===== src/rtl/booth_pkg.sv =====
// ---------------------------------------------------------------------------
// booth_pkg
// Shared definitions for the Booth multiplier arbiter slice.
//   N_DEF     default operand width (signed two's complement)
//   NREQ_DEF  default number of requesters
//   LAT_DEF   default compute wait, in cycles, after the multiplier start pulse
//   state_t   arbiter FSM state encoding
//   id_width  width of a requester index
// ---------------------------------------------------------------------------
package booth_pkg;

    localparam int N_DEF    = 9;
    localparam int NREQ_DEF = 4;
    localparam int LAT_DEF  = 4;

    typedef enum logic [1:0] {
        S_IDLE  = 2'd0,
        S_START = 2'd1,
        S_RUN   = 2'd2,
        S_RESP  = 2'd3
    } state_t;

    function automatic int id_width(input int nreq);
        return (nreq > 1) ? $clog2(nreq) : 1;
    endfunction

endpackage


===== src/rtl/radix8_booth_multiplier.sv =====
// ---------------------------------------------------------------------------
// radix8_booth_multiplier
// Signed N x N multiplier using radix-8 Booth recoding of the multiplier b.
// Each 4-bit overlapping window of b selects one of 0, +-a, +-2a, +-3a, +-4a;
// the partial products are summed and registered into Prod.
//
// Ports
//   clk    in   rising-edge clock
//   reset  in   synchronous clear of Prod (held high for one cycle per start)
//   a      in   N-bit signed multiplicand, held stable for the operation
//   b      in   N-bit signed multiplier, held stable for the operation
//   Prod   out  2N-bit signed product, valid one cycle after reset falls
// ---------------------------------------------------------------------------
module radix8_booth_multiplier
    import booth_pkg::*;
#(
    parameter int N = N_DEF
) (
    input  logic           clk,
    input  logic           reset,
    input  logic [N-1:0]   a,
    input  logic [N-1:0]   b,
    output logic [2*N-1:0] Prod
);

    localparam int ND = (N + 2) / 3;   // number of radix-8 digits
    localparam int BW = 3 * ND;        // b sign-extended to a whole number of digits
    localparam int PW = 2 * N;

    logic [BW:0]   w_b_ext;
    logic [PW-1:0] w_a1;
    logic [PW-1:0] w_a2;
    logic [PW-1:0] w_a3;
    logic [PW-1:0] w_a4;
    logic [3:0]    w_win;
    logic [PW-1:0] w_pp;
    logic [PW-1:0] w_sum;

    // Implicit zero below the LSB starts the first Booth window.
    assign w_b_ext = {BW'(signed'(b)), 1'b0};

    assign w_a1 = PW'(signed'(a));
    assign w_a2 = w_a1 << 1;
    assign w_a3 = w_a1 + w_a2;         // the one "hard" multiple of radix-8
    assign w_a4 = w_a1 << 2;

    // Sum is modulo 2^PW; the true product always fits, so wrap-around
    // of intermediate partial products is harmless.
    always_comb begin
        w_sum = '0;
        w_win = '0;
        w_pp  = '0;
        for (int k = 0; k < ND; k++) begin
            w_win = w_b_ext[3*k +: 4];
            case (w_win)
                4'b0001, 4'b0010: w_pp = w_a1;
                4'b0011, 4'b0100: w_pp = w_a2;
                4'b0101, 4'b0110: w_pp = w_a3;
                4'b0111:          w_pp = w_a4;
                4'b1000:          w_pp = -w_a4;
                4'b1001, 4'b1010: w_pp = -w_a3;
                4'b1011, 4'b1100: w_pp = -w_a2;
                4'b1101, 4'b1110: w_pp = -w_a1;
                default:          w_pp = '0;
            endcase
            w_sum = w_sum + (w_pp << (3 * k));
        end
    end

    always_ff @(posedge clk) begin
        if (reset) begin
            Prod <= '0;
        end else begin
            Prod <= w_sum;
        end
    end

endmodule


===== src/rtl/booth_mult_arbiter.sv =====
// ---------------------------------------------------------------------------
// booth_mult_arbiter
// Round-robin scheduler sharing one radix-8 Booth multiplier between NREQ
// requesters. One operation is in flight at a time: grant, one-cycle start
// pulse, LAT-cycle compute wait, then a held response until consumed.
//
// Ports
//   clk        in   rising-edge clock
//   reset_n    in   asynchronous active-low reset
//   req_valid  in   [NREQ]     per-requester request valid
//   req_a      in   [NREQ*N]   multiplicands, requester i at [i*N +: N]
//   req_b      in   [NREQ*N]   multipliers, same packing
//   req_ready  out  [NREQ]     one-hot grant (combinational, IDLE only)
//   rsp_valid  out             product available
//   rsp_prod   out  [2N]       signed product
//   rsp_id     out  [IDW]      owner of the product
//   rsp_ready  in              consumer accepts the response
//   busy       out             high whenever the FSM is not IDLE
//
// state   | meaning
// --------+-----------------------------------------------------------
// S_IDLE  | waiting for any req_valid; grants round-robin winner
// S_START | multiplier held in reset with latched operands; load counter
// S_RUN   | multiplier computing; counter runs LAT-1 down to 0
// S_RESP  | product presented; waits for rsp_ready
// ---------------------------------------------------------------------------
module booth_mult_arbiter
    import booth_pkg::*;
#(
    parameter  int N    = N_DEF,
    parameter  int NREQ = NREQ_DEF,
    parameter  int LAT  = LAT_DEF,
    localparam int IDW  = id_width(NREQ)
) (
    input  logic              clk,
    input  logic              reset_n,
    input  logic [NREQ-1:0]   req_valid,
    input  logic [NREQ*N-1:0] req_a,
    input  logic [NREQ*N-1:0] req_b,
    output logic [NREQ-1:0]   req_ready,
    output logic              rsp_valid,
    output logic [2*N-1:0]    rsp_prod,
    output logic [IDW-1:0]    rsp_id,
    input  logic              rsp_ready,
    output logic              busy
);

    localparam int             CW       = (LAT > 1) ? $clog2(LAT) : 1;
    localparam logic [CW-1:0]  CNT_LOAD = CW'(LAT - 1);
    localparam logic [IDW-1:0] LAST_RST = IDW'(NREQ - 1);

    state_t         r_state;
    logic [CW-1:0]  r_cnt;
    logic [IDW-1:0] r_last;
    logic [N-1:0]   r_a;
    logic [N-1:0]   r_b;

    logic           w_any;
    logic [IDW-1:0] w_grant;
    logic           w_mult_reset;
    logic [2*N-1:0] w_prod;

    // Priority runs last+1, last+2, ... wrapping, ending at last. Scanning
    // from the lowest-priority offset upward lets the highest-priority valid
    // requester overwrite the pick last.
    function automatic logic [IDW-1:0] rr_pick(input logic [NREQ-1:0] valid,
                                               input logic [IDW-1:0]  last);
        logic [IDW-1:0] pick;
        int             idx;
        pick = last;
        for (int i = NREQ; i >= 1; i--) begin
            idx = (int'(last) + i) % NREQ;
            if (valid[idx]) begin
                pick = IDW'(idx);
            end
        end
        return pick;
    endfunction

    assign w_any   = |req_valid;
    assign w_grant = rr_pick(req_valid, r_last);

    // Gated by reset_n so no grant is visible while reset is asserted.
    always_comb begin
        req_ready = '0;
        if (reset_n && (r_state == S_IDLE) && w_any) begin
            req_ready[w_grant] = 1'b1;
        end
    end

    // Multiplier is also held clear throughout a global reset.
    assign w_mult_reset = ~reset_n | (r_state == S_START);

    radix8_booth_multiplier #(
        .N (N)
    ) u_mult (
        .clk   (clk),
        .reset (w_mult_reset),
        .a     (r_a),
        .b     (r_b),
        .Prod  (w_prod)
    );

    always_ff @(posedge clk or negedge reset_n) begin
        if (!reset_n) begin
            r_state   <= S_IDLE;
            r_cnt     <= CNT_LOAD;
            r_last    <= LAST_RST;
            r_a       <= '0;
            r_b       <= '0;
            rsp_valid <= 1'b0;
            rsp_prod  <= '0;
            rsp_id    <= '0;
            busy      <= 1'b0;
        end else begin
            case (r_state)
                S_IDLE: begin
                    if (w_any) begin
                        r_a     <= req_a[w_grant*N +: N];
                        r_b     <= req_b[w_grant*N +: N];
                        rsp_id  <= w_grant;
                        r_last  <= w_grant;
                        busy    <= 1'b1;
                        r_state <= S_START;
                    end
                end
                S_START: begin
                    r_cnt   <= CNT_LOAD;
                    r_state <= S_RUN;
                end
                S_RUN: begin
                    if (r_cnt == '0) begin
                        rsp_prod  <= w_prod;
                        rsp_valid <= 1'b1;
                        r_state   <= S_RESP;
                    end else begin
                        r_cnt <= r_cnt - CW'(1);
                    end
                end
                S_RESP: begin
                    if (rsp_ready) begin
                        rsp_valid <= 1'b0;
                        busy      <= 1'b0;
                        r_state   <= S_IDLE;
                    end
                end
                default: begin
                    r_state <= S_IDLE;
                end
            endcase
        end
    end

endmodule


===== config.mk =====
export PLATFORM = sky130hd
export DESIGN_NAME = booth_mult_arbiter
export DESIGN_NICKNAME = d
export VERILOG_FILES = /design/src/rtl/booth_pkg.sv /design/src/rtl/radix8_booth_multiplier.sv /design/src/rtl/booth_mult_arbiter.sv
export SDC_FILE = /design/constraint.sdc
export NUM_CORES = 1
export LEC_CHECK = 0
export CAP_MARGIN = 20
export CORE_ASPECT_RATIO = 1.75
export CORE_MARGIN = 2
export CORE_UTILIZATION = 56
export DETAILED_ROUTE_END_ITERATION = 8
export DONT_BUFFER_PORTS = 1
export PLACE_DENSITY = 0.71
export SETUP_SLACK_MARGIN = 0.2
export SYNTH_ARGS = -nofsm -noshare
export SYNTH_HDL_FRONTEND = slang
export SYNTH_SLANG_ARGS = --single-unit

===== constraint.sdc =====
create_clock -name clk -period 6.8 [get_ports clk]
set_clock_uncertainty 0.1 [all_clocks]
set_input_delay 1.02 -clock clk [delete_from_list [all_inputs] [get_ports clk]]
set_output_delay 1.02 -clock clk [all_outputs]
set_load 0.03 [all_outputs]

==> impl_metrics.py, run 1 <==
metrics = {
    "run_status": {
        "status": "finished, final reports clean",
    },
    "clocking": {
        "cts-root-buf": "clkbuf_16",
        "numCtsBuffers": 9,
        "cts_sinks": 64,
        "clk_path_buf_depth": 2,
        "path_clk_slew_ns": 0.07,
        "postCtsSetupBuffers": 0,
        "cts_tree": "built",
        "clock_latency_ns": 0.35,
        "htreeDepth": 3,
        "ctsHoldBuffers": 0,
    },
    "placed_design": {
        "placed_cell_area_sq_mm": 0.007357,
        "place.gp.congestion": 1.087,
        "numPortBuffers": 0,
        "dpl_worst_slack_ns": 0.5803,
        "dp_hpwl_um": 19130,
    },
    "global_route": {
        "antenna_found_initial": 0,
        "grt_pass1_wl_um": 38880,
        "overflow": 0,
        "grt_pass1_vias": 7191,
        "grt_max_degree": 51,
        "grtUsageTotal": 0.3759,
    },
    "critical_path": {
        "r2r-end": "u_mult.Prod[17]",
        "path_class": "register to register",
        "critPathMaxStageDelay_ns": 0.55,
        "cp-start-kind": "register",
        "cp_max_fo": 12,
        "rr_worst_depth": 19,
        "path_buf_inv": 0,
        "reg2reg_slack_ns": 0.80,
        "cp.required_ns": 6.91,
        "regToRegStartpoint": "r_a[1]",
        "endpoint_kind": "register",
        "critical_path.top_delay_family": "simple AND/OR/NAND/NOR gates",
        "worstPathArrival_ns": 6.11,
        "crit_chain": "ha_1 -> fa_1 -> xor2_1 -> nor3b_1 -> o221ai_2 -> nor3_4 -> xnor2_1 -> o22ai_1 -> a221o_1 -> fa_1 -> ha_1 -> or3_1 -> o221a_2 -> nor4_2 -> o31ai_1 -> a21o_1 -> a21oi_1 -> o21ai_0 -> nor3b_2",
        "cp_slowest_cell": "dfrtp_1",
    },
    "logic_synthesis": {
        "yosys-top-cells-area": "dfrtp_1 15%, nand2_1 10%, o21ai_0 7.4%",
        "yosysWarnings": 0,
        "synth_area_per_cell_sq_um": 7.289,
        "ys_seq_area_frac": 0.2123,
        "synth_top_area_share": 0.1471,
        "ys_ff_latch": 64,
        "synth_flop_cell": "dfrtp_1",
        "synth-async-reset-ratio": 0.7188,
        "synth_largest_area_cell": "dfrtp_1",
        "syn-cell-area_sq_mm": 0.007143,
        "synth.distinct_cells": 91,
        "synth_nets": 1112,
        "synth-edff-count": 0,
        "synthCells": 980,
    },
    "cells_and_area": {
        "insertedDiodeCount": 0,
        "syn_to_final_growth_pct": 7.760,
        "design_area_sq_mm": 0.007697,
        "nNetsFinal": 1089,
        "drive_gt1_frac": 0.1164,
    },
    "route": {
        "vias_per_cell": 6.588,
        "drtAntennaViolNets": 0,
        "drt-pass1-iter-count": 7,
        "post-route-drc-count": 0,
        "wire_per_inst_um": 22.15,
        "num_vias": 7445,
        "wirelength_um": 25030,
        "drt_iter0_drc": 850,
    },
    "die": {
        "core-area_sq_mm": 0.01243,
        "num_io_pins": 105,
        "chipWidth_um": 89.38,
        "dieArea_sq_mm": 0.01371,
        "die-height_um": 153.4,
        "start_util": 0.5746,
        "placement_rows": 54,
    },
    "sta": {
        "relSlewSlack": 0.3706,
        "fmax_mhz": 166.6,
        "final-setup-viol-count": 0,
        "setup_ws_ns": 0.7985,
        "fin_crit_sh": 0.8826,
        "post-route-min-period_ns": 6.001,
        "slew_violations": 0,
        "worst_slew_pin_slew_ns": 0.9421,
        "rsz0062_at_grt": "false",
        "fin_setup_tns_ns": 0,
        "hold_viol": 0,
    },
    "job": {
        "max_cap_violations": 0,
    },
    "hold_path": {
        "hp-class": "primary input to async pin",
    },
}
==> synth_stat cells (6+ instances only) <==
cell      instances
nand2_1         191
o21ai_0         106
nor2_1           67
a21oi_1          61
clkbuf_1         53
inv_1            43
dfrtp_1          42
ha_1             40
nand3_1          33
xnor2_1          25
nor3_1           24
mux2_2           19
dfxtp_1          18
fa_1             13
o22ai_1          12
xor2_1           11
a21o_1           10
nand2b_1         10
a22oi_1           9
a31oi_1           9
nor2b_1           9
a221oi_1          8
and2_1            8
a222oi_1          7
a32oi_1           7
buf_1             7
mux2i_1           7
buf_2             6
o221ai_1          6
or3_1             6
==> worst max path at each step <==
stage	start	to	depth (start not counted)
2_1_floorplan	r_a[2]	u_mult.Prod[17]	24
5_1_grt	r_a[1]	u_mult.Prod[17]	19
3_5_place_dp	r_a[0]	u_mult.Prod[17]	19
6_report	r_a[1]	u_mult.Prod[17]	19
4_1_cts	r_a[0]	u_mult.Prod[17]	19
3_3_place_gp	r_a[0]	u_mult.Prod[17]	21
==> final cells by class <==
| type | instances | area (sq um) |
|---|---|---|
| fillers | 1201 | 4735 |
| repair buffers | 36 | 277.8 |
| well taps | 168 | 210.2 |
| flip-flops and latches | 64 | 1518 |
| multi-input cells | 800 | 5191 |
| clock inverters | 7 | 102.6 |
| inverters | 46 | 172.7 |
| clock buffers | 9 | 225.2 |
==> routing by layer <==
layer | routed length [um] | GRT usage
met5 | 0 | 0
met2 | 12180 | 0.6247
met4 | 2409 | 0.2836
met1 | 8401 | 0.4076
met3 | 2040 | 0.06587
==> sequential cells by signal, summed over array words and instances (netlist names) <==
name and count:
rsp_id 2, rsp_valid 1, r_a 9, r_state 2
u_mult.Prod 18, rsp_prod 18, r_last 2, r_b 9
r_cnt 2, busy 1
==> kinds of logic after synthesis <==
| kind of cell | count (synthesis) | share of synthesized area |
|---|---|---|
| multiplexers | 30 | 0.05132 |
| flip-flops | 64 | 0.2123 |
| AND/OR/NAND/NOR | 383 | 0.2454 |
| adder cells (fa/ha/maj) | 53 | 0.1065 |
| XOR/XNOR | 38 | 0.04870 |
| AO/OA/AOI/OAI | 296 | 0.2706 |
| buffers and inverters | 116 | 0.06516 |
==> placed cells by master (no fill, tap or decap), drive strengths merged, types with 20 or more instances in the layout <==
| master | count |
|---|---|
| nor3 | 25 |
| a21oi | 62 |
| inv | 47 |
| nand3 | 34 |
| nand2 | 191 |
| xnor2 | 26 |
| dfrtp | 42 |
| nor2 | 68 |
| ha | 40 |
| o21ai | 109 |
| mux2 | 20 |
| buf | 36 |
==> stage by stage <==
stage	util	cells	hold WS, ns
floorplan	-	980	0.3401
global placement	0.5906	1113	0.3436
detailed placement	0.5918	1114	0.3496
CTS	0.6182	1130	0.2583
global route	0.6192	1130	0.2560
finish	0.6192	1130	0.2627
==> what timing repair did <==
action	in CTS	in global routing
setup endpoints to repair	0	1
gates resized for setup	0	3
endpoints found under the hold margin	0	0
Power of run 1 is not shown: default switching activity piles up to over one toggle a cycle in this logic, so the estimate is an artifact.
==> inputs of run 2 (changes only) <==
--- a/config.mk
+++ b/config.mk
@@ -7,7 +7,6 @@
 export LEC_CHECK = 0
 export CAP_MARGIN = 20
 export CORE_ASPECT_RATIO = 1.75
-export CORE_MARGIN = 2
 export CORE_UTILIZATION = 56
 export DETAILED_ROUTE_END_ITERATION = 8
 export DONT_BUFFER_PORTS = 1
==> run 2 against run 1 <==
Flip-flop and latch count is the same. Cell count about the same. Global-route usage is 3.0 points higher. Core utilization barely moved. Critical path depth grew 1. Sequential share of layout area about the same. Worst hold slack better by 0.0079 ns. Non-clock buffer count shrank 1. Count of clock-buffer cells in the layout did not move.
==> impl_metrics.py, run 2 (synthesis gave the netlist of run 1 again) <==
metrics = {
    "critical_path": {
        "path_buf_inv": 1,
        "endpoint_kind": "register",
        "regToRegStartpoint": "r_a[1]",
        "path_class": "register to register",
        "cp-start-kind": "register",
        "cp_max_fo": 12,
        "cp.required_ns": 6.90,
        "crit_chain": "ha_1 -> fa_1 -> nor3_1 -> o31ai_2 -> nor4_4 -> nor2_1 -> mux4_2 -> a21oi_1 -> fa_1 -> inv_1 -> ha_1 -> o21ai_0 -> nor2_1 -> o221a_2 -> nor4_1 -> o31ai_1 -> a21o_1 -> a21oi_1 -> o21ai_0 -> nor3b_2",
        "worstPathArrival_ns": 6.22,
        "critical_path.top_delay_family": "simple AND/OR/NAND/NOR gates",
        "cp_slowest_cell": "dfrtp_1",
        "critPathMaxStageDelay_ns": 0.60,
        "startpoint": "r_a[1]",
    },
    "clocking": {
        "cts_sinks": 64,
        "numCtsBuffers": 9,
        "clk_path_buf_depth": 2,
        "htreeDepth": 3,
        "cts-root-buf": "clkbuf_16",
        "ctsHoldBuffers": 0,
        "cts_resized": 0,
        "cts_tree": "built",
        "postCtsSetupBuffers": 0,
        "path_clk_slew_ns": 0.07,
        "clock_latency_ns": 0.34,
    },
    "die": {
        "chipWidth_um": 87.38,
        "core-area_sq_mm": 0.01243,
        "placement_rows": 54,
        "num_io_pins": 105,
        "start_util": 0.5746,
        "die-height_um": 151.4,
        "dieArea_sq_mm": 0.01323,
    },
    "sta": {
        "final-setup-viol-count": 0,
        "rsz0062_at_grt": "false",
        "fmax_mhz": 163.4,
        "slew_violations": 0,
        "hold_viol": 0,
        "worst_slew_pin_slew_ns": 1.039,
        "post-route-min-period_ns": 6.120,
        "relSlewSlack": 0.3076,
        "fin_crit_sh": 0.9000,
        "fin_setup_tns_ns": 0,
    },
    "placed_design": {
        "numPortBuffers": 0,
        "dp_hpwl_um": 19370,
        "placed_cell_area_sq_mm": 0.007342,
        "place.gp.congestion": 1.106,
    },
    "global_route": {
        "overflow": 0,
        "grt_pass1_vias": 6935,
        "grt_max_degree": 51,
        "grtUsageTotal": 0.4059,
        "antenna_found_initial": 1,
        "grt_pass1_wl_um": 38890,
    },
    "cells_and_area": {
        "reg.largest.list": "rsp_prod x18, u_mult.Prod x18",
        "final_cell_mix": "191 x nand2_1, 106 x o21ai_0, 67 x nor2_1",
        "layout_commonest_cell": "nand2_1",
        "nNetsFinal": 1088,
        "insertedDiodeCount": 0,
        "syn_to_final_growth_pct": 7.690,
        "design_area_sq_mm": 0.007692,
        "drive_gt1_frac": 0.1124,
    },
    "run_status": {
        "status": "finished, final reports clean",
    },
    "route": {
        "vias_per_cell": 6.612,
        "drtAntennaViolNets": 0,
        "wire_per_inst_um": 23.19,
        "post-route-drc-count": 0,
        "drt-pass1-iter-count": 7,
        "drt_iter0_drc": 798,
        "wirelength_um": 26180,
        "num_vias": 7465,
    },
    "job": {
        "max_cap_violations": 0,
    },
    "hold_path": {
        "hp-class": "primary input to async pin",
    },
}
## run 2: changes by cell type in the layout (fill, tap and decap cells not counted)
cell        before  now
buf_8            1    0
bufinv_16        2    3
clkinv_4         2    1
clkinvlp_4       1    0
dfrtp_1         41   42
dfrtp_2          1    0
inv_6            2    3
nor3_1          22   23
nor3_2           2    1
nor4_1           1    2
nor4_2           1    0
## run 2: cell type report
type,count,area [sq um]
Tap cell,168,210.2
Inverter,46,172.7
Clock inverter,7,125.1
Sequential cell,64,1516
Multi-Input combinational cell,800,5180
Clock buffer,9,225.2
Timing Repair Buffer,35,262.8
Fill cell,1209,4740
## run 2: stage by stage
step / cells / hold WS (ns) / util / worst slack (ns)
5_1_grt: 1129 / 0.2627 / 0.6188 / 0.2191
3_3_place_gp: 1113 / 0.3435 / 0.5906 / 0.8282
4_1_cts: 1129 / 0.2678 / 0.6188 / 0.7117
2_1_floorplan: 980 / 0.3401 / - / 1.427
6_report: 1129 / 0.2706 / 0.6188 / 0.6801
3_5_place_dp: 1113 / 0.3488 / 0.5906 / 0.7584
## run 2: metal layers
metal	part of all wire	up-vias	GRT usage
met4	0.096	2	0.3574
met2	0.48	477	0.6758
met3	0.090	159	0.1041
li1	-	3445	-
met5	0.00050	-	0
met1	0.33	3382	0.4128
## run 2: final timing paths
path / to / slack [ns] / cells past startpoint
worst max-delay path: u_mult.Prod[17] / 0.68 / 20
worst min-delay path: rsp_prod[9] / 0.27 / 0
worst max register to register: u_mult.Prod[17] / 0.68 / 20
worst min register to register: rsp_prod[7] / 0.35 / 1
max in group asynchronous: r_cnt[1] / 6.14 / 0
min in group clk: rsp_prod[7] / 0.35 / 1
Power of run 2 is left out for the same reason.
==> inputs of run 3 (changes only) <==
--- a/config.mk
+++ b/config.mk
@@ -5,7 +5,6 @@
 export SDC_FILE = /design/constraint.sdc
 export NUM_CORES = 1
 export LEC_CHECK = 0
-export CAP_MARGIN = 20
 export CORE_ASPECT_RATIO = 1.75
 export CORE_UTILIZATION = 56
 export DETAILED_ROUTE_END_ITERATION = 8
==> results of run 3 <==
No change in the layout: final DEF, timing and power equal those of run 2.
Power of run 3 is left out for the same reason.
